<file path="config.mk">
export PLATFORM = sky130hd
export DESIGN_NAME = pixel_write_arbiter
export DESIGN_NICKNAME = d
export VERILOG_FILES = /design/src/rtl/pixel_write_arbiter.sv
export SDC_FILE = /design/constraint.sdc
export NUM_CORES = 1
export LEC_CHECK = 0
export CAP_MARGIN = 20
export CORE_MARGIN = 4
export CORE_UTILIZATION = 55
export CTS_BUF_LIST = sky130_fd_sc_hd__clkbuf_4 sky130_fd_sc_hd__clkbuf_8
export DETAILED_ROUTE_END_ITERATION = 10
export PLACE_DENSITY = 0.89
export SLEW_MARGIN = 20
export SYNTH_ARGS = -nofsm -noshare
export SYNTH_HDL_FRONTEND = slang
export SYNTH_SLANG_ARGS = --single-unit
</file>
<file path="constraint.sdc">
create_clock -name clock -period 3.4 [get_ports clock]
set_input_delay 0.51 -clock clock [delete_from_list [all_inputs] [get_ports clock]]
set_output_delay 0.51 -clock clock [all_outputs]
set_load 0.02 [all_outputs]
</file>
<file path="src/rtl/pixel_write_arbiter.sv">
// Pixel write arbiter: merges the block-drawer and player-drawer pixel
// streams into a 4-deep FIFO and drains it one pixel per cycle into the
// VGA adapter write port. Off-screen pixels are accepted but dropped and counted.
module pixel_write_arbiter (
  input  logic       clock,
  input  logic       reset,
  input  logic       blk_valid,
  input  logic [7:0] blk_x,
  input  logic [6:0] blk_y,
  input  logic [2:0] blk_colour,
  output logic       blk_ready,
  input  logic       ply_valid,
  input  logic [7:0] ply_x,
  input  logic [6:0] ply_y,
  input  logic [2:0] ply_colour,
  output logic       ply_ready,
  input  logic       hold,
  output logic [7:0] vga_x,
  output logic [6:0] vga_y,
  output logic [2:0] vga_colour,
  output logic       vga_plot,
  output logic [7:0] drop_count,
  output logic [2:0] fifo_count
);

  typedef enum logic {
    PRI_BLK = 1'b0,
    PRI_PLY = 1'b1
  } pri_t;

  pri_t        pri;
  logic [17:0] mem [4];
  logic [1:0]  wr_ptr;
  logic [1:0]  rd_ptr;

  logic        full;
  logic        empty;
  logic        contended;
  logic        accept;
  logic        in_range;
  logic        push;
  logic        pop;
  logic [7:0]  sel_x;
  logic [6:0]  sel_y;
  logic [2:0]  sel_colour;

  // Grant selection: a port is ready only when it is valid and granted,
  // so ready doubles as the handshake strobe. Full blocks acceptance even
  // when a pop happens in the same cycle.
  always_comb begin
    full      = (fifo_count == 3'd4);
    empty     = (fifo_count == 3'd0);
    contended = blk_valid && ply_valid;
    blk_ready = 1'b0;
    ply_ready = 1'b0;
    if (reset && !full) begin
      if (contended) begin
        if (pri == PRI_BLK) blk_ready = 1'b1;
        else                ply_ready = 1'b1;
      end else begin
        blk_ready = blk_valid;
        ply_ready = ply_valid;
      end
    end
  end

  // Mux the granted pixel and classify it as on-screen or clipped.
  always_comb begin
    sel_x      = ply_ready ? ply_x      : blk_x;
    sel_y      = ply_ready ? ply_y      : blk_y;
    sel_colour = ply_ready ? ply_colour : blk_colour;
    accept     = blk_ready || ply_ready;
    in_range   = (sel_x < 8'd160) && (sel_y < 7'd120);
    push       = accept && in_range;
    pop        = !hold && !empty;
  end

  // FIFO storage; contents need no reset since the pointers are cleared.
  always_ff @(posedge clock) begin
    if (push) mem[wr_ptr] <= {sel_x, sel_y, sel_colour};
  end

  // FIFO pointers and occupancy; push and pop may happen together.
  always_ff @(posedge clock) begin
    if (!reset) begin
      wr_ptr     <= '0;
      rd_ptr     <= '0;
      fifo_count <= '0;
    end else begin
      if (push) wr_ptr <= wr_ptr + 2'd1;
      if (pop)  rd_ptr <= rd_ptr + 2'd1;
      case ({push, pop})
        2'b10:   fifo_count <= fifo_count + 3'd1;
        2'b01:   fifo_count <= fifo_count - 3'd1;
        default: fifo_count <= fifo_count;
      endcase
    end
  end

  // VGA write port: load head entry and strobe plot on each pop.
  always_ff @(posedge clock) begin
    if (!reset) begin
      vga_x      <= '0;
      vga_y      <= '0;
      vga_colour <= '0;
      vga_plot   <= 1'b0;
    end else if (pop) begin
      {vga_x, vga_y, vga_colour} <= mem[rd_ptr];
      vga_plot                   <= 1'b1;
    end else begin
      vga_plot <= 1'b0;
    end
  end

  // Saturating count of clipped pixels.
  always_ff @(posedge clock) begin
    if (!reset) begin
      drop_count <= '0;
    end else if (accept && !in_range && drop_count != 8'hFF) begin
      drop_count <= drop_count + 8'd1;
    end
  end

  // Round-robin pointer: flips only after a two-way contended grant.
  always_ff @(posedge clock) begin
    if (!reset) begin
      pri <= PRI_BLK;
    end else if (accept && contended) begin
      pri <= (pri == PRI_BLK) ? PRI_PLY : PRI_BLK;
    end
  end

endmodule

</file>
Word-level counts from Yosys, hierarchy flattened
Memory sizes are Yosys's and may differ from the RTL's. A register that Yosys moved wholly into a read port is not among the register bits.
Index checks and enable logic that the tools add are counted.
- bits in writable memories: 72
- logic and storage cells: 47
- memories: 1
- bits in registers: 17
- output and inout bits: 32
- bits of input ports: 41
- muxes and demuxes: 13
- equality and inequality tests: 4
- $add $sub $neg: 5
- $lt $le $gt $ge: 2
- reduce and logical (&&, ||, !) cells: 16
- memories (name ; depth ; bits a word ; rd ports ; clocked after memory_dff ; wr ports ; RTL line ; source):
    mem ; 4 ; 18 ; 1 ; 1 ; 1 ; 32 ; logic [17:0] mem [4];
- operators by type and width (operator ; number):
    1-bit two-way mux ; 9
    8-bit by 1-bit adder with 8-bit output (second input constant) ; 1
    1-bit logical AND ; 8
    8-bit less-than comparator (second input constant) ; 1
    8-bit two-way mux ; 1
    8-bit != test (second input constant) ; 1
    7-bit less-than comparator (second input constant) ; 1
    7-bit two-way mux ; 1
    3-bit one-hot mux with 2 select lines ; 1
    1-bit zero test ; 5
    2-bit by 1-bit adder with 2-bit output (second input constant) ; 2
    3-bit by 1-bit adder with 3-bit output (second input constant) ; 1
    3-bit equality test (second input constant) ; 1
    3-bit zero test ; 1
    3-bit two-way mux ; 1
    3-bit by 1-bit subtractor with 3-bit output (second input constant) ; 1
    2-bit by 1-bit equality test with 1-bit output (second input constant) ; 1
    2-bit equality test (second input constant) ; 1
    2-bit nonzero test ; 1
    1-bit logical OR ; 1

Logic depth before layout (Yosys ltp)
- depth after elaboration: 10
- depth in mapped cells: 11
- gate-level depth less buffers: 11

Least setup slack after synthesis
OpenSTA, ideal clock, no wires.
- kind: flip-flop to flip-flop
- start: reg fifo_count[0]
- end: reg fifo_count[2]
- setup slack: 0.845 ns
- clock period less this slack: 2.555 ns
- required time: 3.330 ns
- stages on the path, launching flop included: 12
- library setup time: 0.070 ns
- path buffers: 0
- data arrival time: 2.484 ns
- cell sequence: dfxtp_1 > nor3b_2 > nor3_4 > mux2_2 > nor3_1 > inv_1 > ha_1 > inv_1 > fa_1 > xor2_1 > or3_1 > a21oi_1
- word-level cells in the longest chain between the ends: 10
- elaborated cells on any way between the ends: 21
- classes of those cells: add/sub: 2; order compare: 2; eq/ne: 3; mux: 5; reduce/logical: 9
- ends and longest elaborated chain (item ; RTL line ; source):
    start: declaration ; 23 ; output logic [2:0] fifo_count
    start signal: assignment ; 93 ; 2'b10: fifo_count <= fifo_count + 3'd1;
    start signal: assignment ; 94 ; 2'b01: fifo_count <= fifo_count - 3'd1;
    start signal: assignment ; 95 ; default: fifo_count <= fifo_count;
    3-bit equality test ; 51 ; full = (fifo_count == 3'd4);
    1-bit zero test ; 56 ; if (reset && !full) begin
    1-bit logical AND ; 56 ;
    1-bit two-way mux ; 56 ;
    8-bit two-way mux / 7-bit two-way mux (equally long branches) ; 69, 70 ;
    8-bit less-than comparator / 7-bit less-than comparator (equally long branches) ; 73 ; in_range = (sel_x < 8'd160) && (sel_y < 7'd120);
    1-bit logical AND ; 73 ;
    1-bit logical AND ; 74 ; push = accept && in_range;
    2-bit by 1-bit equality test with 1-bit output / 2-bit equality test (equally long branches) ; 92 ; case ({push, pop})
    3-bit one-hot mux with 2 select lines / 2-bit nonzero test (equally long branches) ; -- ;
Several ways; a longest one is shown, not always the timed one.
A chain may end at the register's enable or synchronous reset.

Final worst setup path
- start: in blk_valid
- end: out ply_ready
- word-level cells in the longest chain between the ends: 3
- ends and longest elaborated chain (item ; RTL line ; source):
    start: declaration ; 7 ; input logic blk_valid,
    1-bit logical AND ; 53 ; contended = blk_valid && ply_valid;
    1-bit two-way mux ; 57 ; if (contended) begin
    1-bit two-way mux ; 56 ;
    end: declaration ; 16 ; output logic ply_ready,
No other way between the ends.

==> impl_metrics.toml <==
[placement]
io_buffers = 72
dpl.cell_count = 477
gp_congestion = 0.767
dpl.hpwl_um = 6040
post-place-ws_ns = 0.224

[sta]
max_freq_mhz = 350
fin_crit_sh_pct = 84.0
finalHoldViolCount = 0
period_needed_ns = 2.86
finalMaxSlewViolations = 0
setup_tns_ns = 0
slew_headroom_pct = 32.2
worst_slew_pin_slew_ns = 1.02
skew_ns = 0.0117
fin_ws_ns = 0.545
finalSetupViolations = 0
grt_setup_unrepaired = "no"

[worst_setup_path]
required_ns = 2.89
critPathMostFrequentCell = "clkdlybuf4s50_1"
slowest_delay_ns = 0.67
crit_path_top_delay_cell = "clkdlybuf4s50_1"
cp-end-kind = "output pin"
start_kind = "input pin"
worst-path-buf-inv = 3
critPathKind = "in2out"
critical_path.cell_chain = "clkdlybuf4s50_1, nor2b_1, nor3_4, buf_4, clkdlybuf4s50_1"
crit_fanout = 20
cpLargestDelayFamily = "buffers and inverters"
cp_data_arrival_time_ns = 2.35

[routing]
drtIter0Drc = 230
via_per_inst = 5.71
routed_wl_um = 8900
met2_length_um = 4690
met1_length_um = 3460
wl_per_cell_um = 18.0
dr_wl_met3_um = 647
first_pass_iters = 4
highest_layer = "met4"
drc = 0
vias = 2813
ant_nets = 0

[cts]
clkTransAtPathRegs_ns = 0.10
clk_path_buf_depth = 2
clock_sinks = 107
ctsResizeCount = 0
numCtsBuffers = 9
root_buffer = "clkbuf_8"
cts_setup_buffers = 0
clkLatencyLatePin_ns = 0.37
cts_tree = "yes"
ctsHoldBuffers = 0
cts_max_level = 3

[grt]
grt_max_degree = 32
antenna_found_initial = 0
grt_pass1_vias = 2900
grt_pass1_wl_um = 14300
overflow = 0
grt_usage_pct = 19.4

[logic_synthesis]
synth_ff_type = "edfxtp_1"
yosysSeqAreaShare_pct = 65.6
synth-seq-cells = 107
syn_area_sq_um = 4370
async_flop_share_pct = 0
netlist-cell-type-count = 32
syn_avg_cell_area_sq_um = 14.2
syn_inst = 307
synth_edf_count = 72
synth_nets = 355
yosysWarningCount = 0

[final_layout]
diodes = 0
final_core_util_pct = 70.1
fin_cells = 493
num-fill-cells = 522
layout_common_cells = "clkdlybuf4s50_1 (72), edfxtp_1 (72), nand2_1 (45), dfxtp_1 (35), a21oi_1 (27)"
drive_above_1_share_pct = 17.4
nets = 434
area_delta_synth_final_pct = 24.1

[floorplan]
die_w_um = 97.1
num_rows = 32
ioPinCount = 73
start_util_pct = 56.5
die-area_sq_um = 9430
core_sq_um = 7730
die_h_um = 97.1

[power]
finalPower_mw = 3.26
power_density_nw_per_um2 = 601
p_leak_nw = 1.80
ir_drop_uv = 276

[min_path]
hp-class = "reg2reg"

[job]
drv_cap = 0

[status]
status = "finished, final reports clean"
worst register-to-register path: stages, from the launching register on:
cell	delay, ns
dfxtp_1	0.40
nor3b_2	0.40
nor3_4	0.09
mux2_2	0.30
nor3_1	0.31
inv_1	0.08
ha_1	0.22
inv_1	0.07
fa_1	0.17
xor2_1	0.07
or3_1	0.30
a21oi_1	0.16
final cells by class:
type	instances	area, sq um	area share (%)
timing repair buffer	82	796	14.7
clock inverter	6	56.3	1.04
clock buffer	10	131	2.42
sequential	107	2860	52.8
multi-input combinational	178	1420	26.1
inverter	8	30.0	0.554
tap	102	128	2.35
routing by layer:
layer	up-vias	GRT usage (%)
met3	7	3.73
met5	-	0
met1	1394	24.2
met4	0	6.05
met2	105	34.3
li1	1307	-
report_power, final:
| group | switching, mW | leakage, nW | internal, mW |
|---|---|---|---|
| combinational | 0.462 | 0.766 | 0.436 |
| clock | 0.443 | 0.0947 | 0.292 |
| sequential | 0.0951 | 0.938 | 1.53 |
| total | 1.00 | 1.80 | 2.26 |
logic make-up (layout without fill, tap and decap cells):
| family | count (synthesis) | after routing | share of synthesized area, % |
|---|---|---|---|
| buffers and inverters | 22 | 106 | 2.01 |
| adder cells (fa/ha/maj) | 7 | 7 | 2.18 |
| multiplexers | 39 | 39 | 14.7 |
| flip-flops | 107 | 107 | 65.6 |
| XOR/XNOR | 5 | 5 | 1.00 |
| AND/OR/NAND/NOR | 86 | 86 | 9.48 |
| AO/OA/AOI/OAI | 41 | 41 | 5.04 |
synth_stat cells, types with 2 or more instances:
cell,instances,area (sq um)
dfxtp_1,35,701
nand4_1,2,12.5
a21oi_1,27,135
or3_1,3,18.8
and3_1,8,50.1
inv_1,8,30.0
ha_1,6,75.1
edfxtp_1,72,2160
clkbuf_1,9,33.8
nand3_1,9,45.0
xor2_1,3,26.3
mux2_2,19,214
nor2_1,7,26.3
and2_1,2,12.5
buf_2,4,20.0
o21ai_0,8,40.0
nor3_1,2,10.0
o31ai_1,5,37.5
nand2_1,45,169
or4_1,3,22.5
mux4_2,18,405
xnor2_1,2,17.5
metrics by stage:
| stage | hold slack (ns) | area, sq um |
|---|---|---|
| floorplan | 0.470 | 4370 |
| global placement | 0.447 | 5230 |
| detailed placement | 0.447 | 5230 |
| CTS | 0.462 | 5420 |
| global route | 0.483 | 5420 |
| finish | 0.460 | 5420 |
registers in the layout (all words and copies together), names as in the netlist:
signal / count
vga_y: 7
pri: 1
mem: 72
rd_ptr: 2
vga_colour: 3
vga_plot: 1
drop_count: 8
fifo_count: 3
vga_x: 8
wr_ptr: 2
worst paths after layout:
check	from	to	slack, ns	depth (start not counted)
hold / removal	vga_y[3]	vga_y[3]	0.46	2
setup reg to reg	fifo_count[2]	fifo_count[2]	0.76	11
hold reg to reg	vga_y[3]	vga_y[3]	0.46	2
setup / recovery	blk_valid	ply_ready	0.54	5
Note: power is estimated with default switching activity, not from simulation.
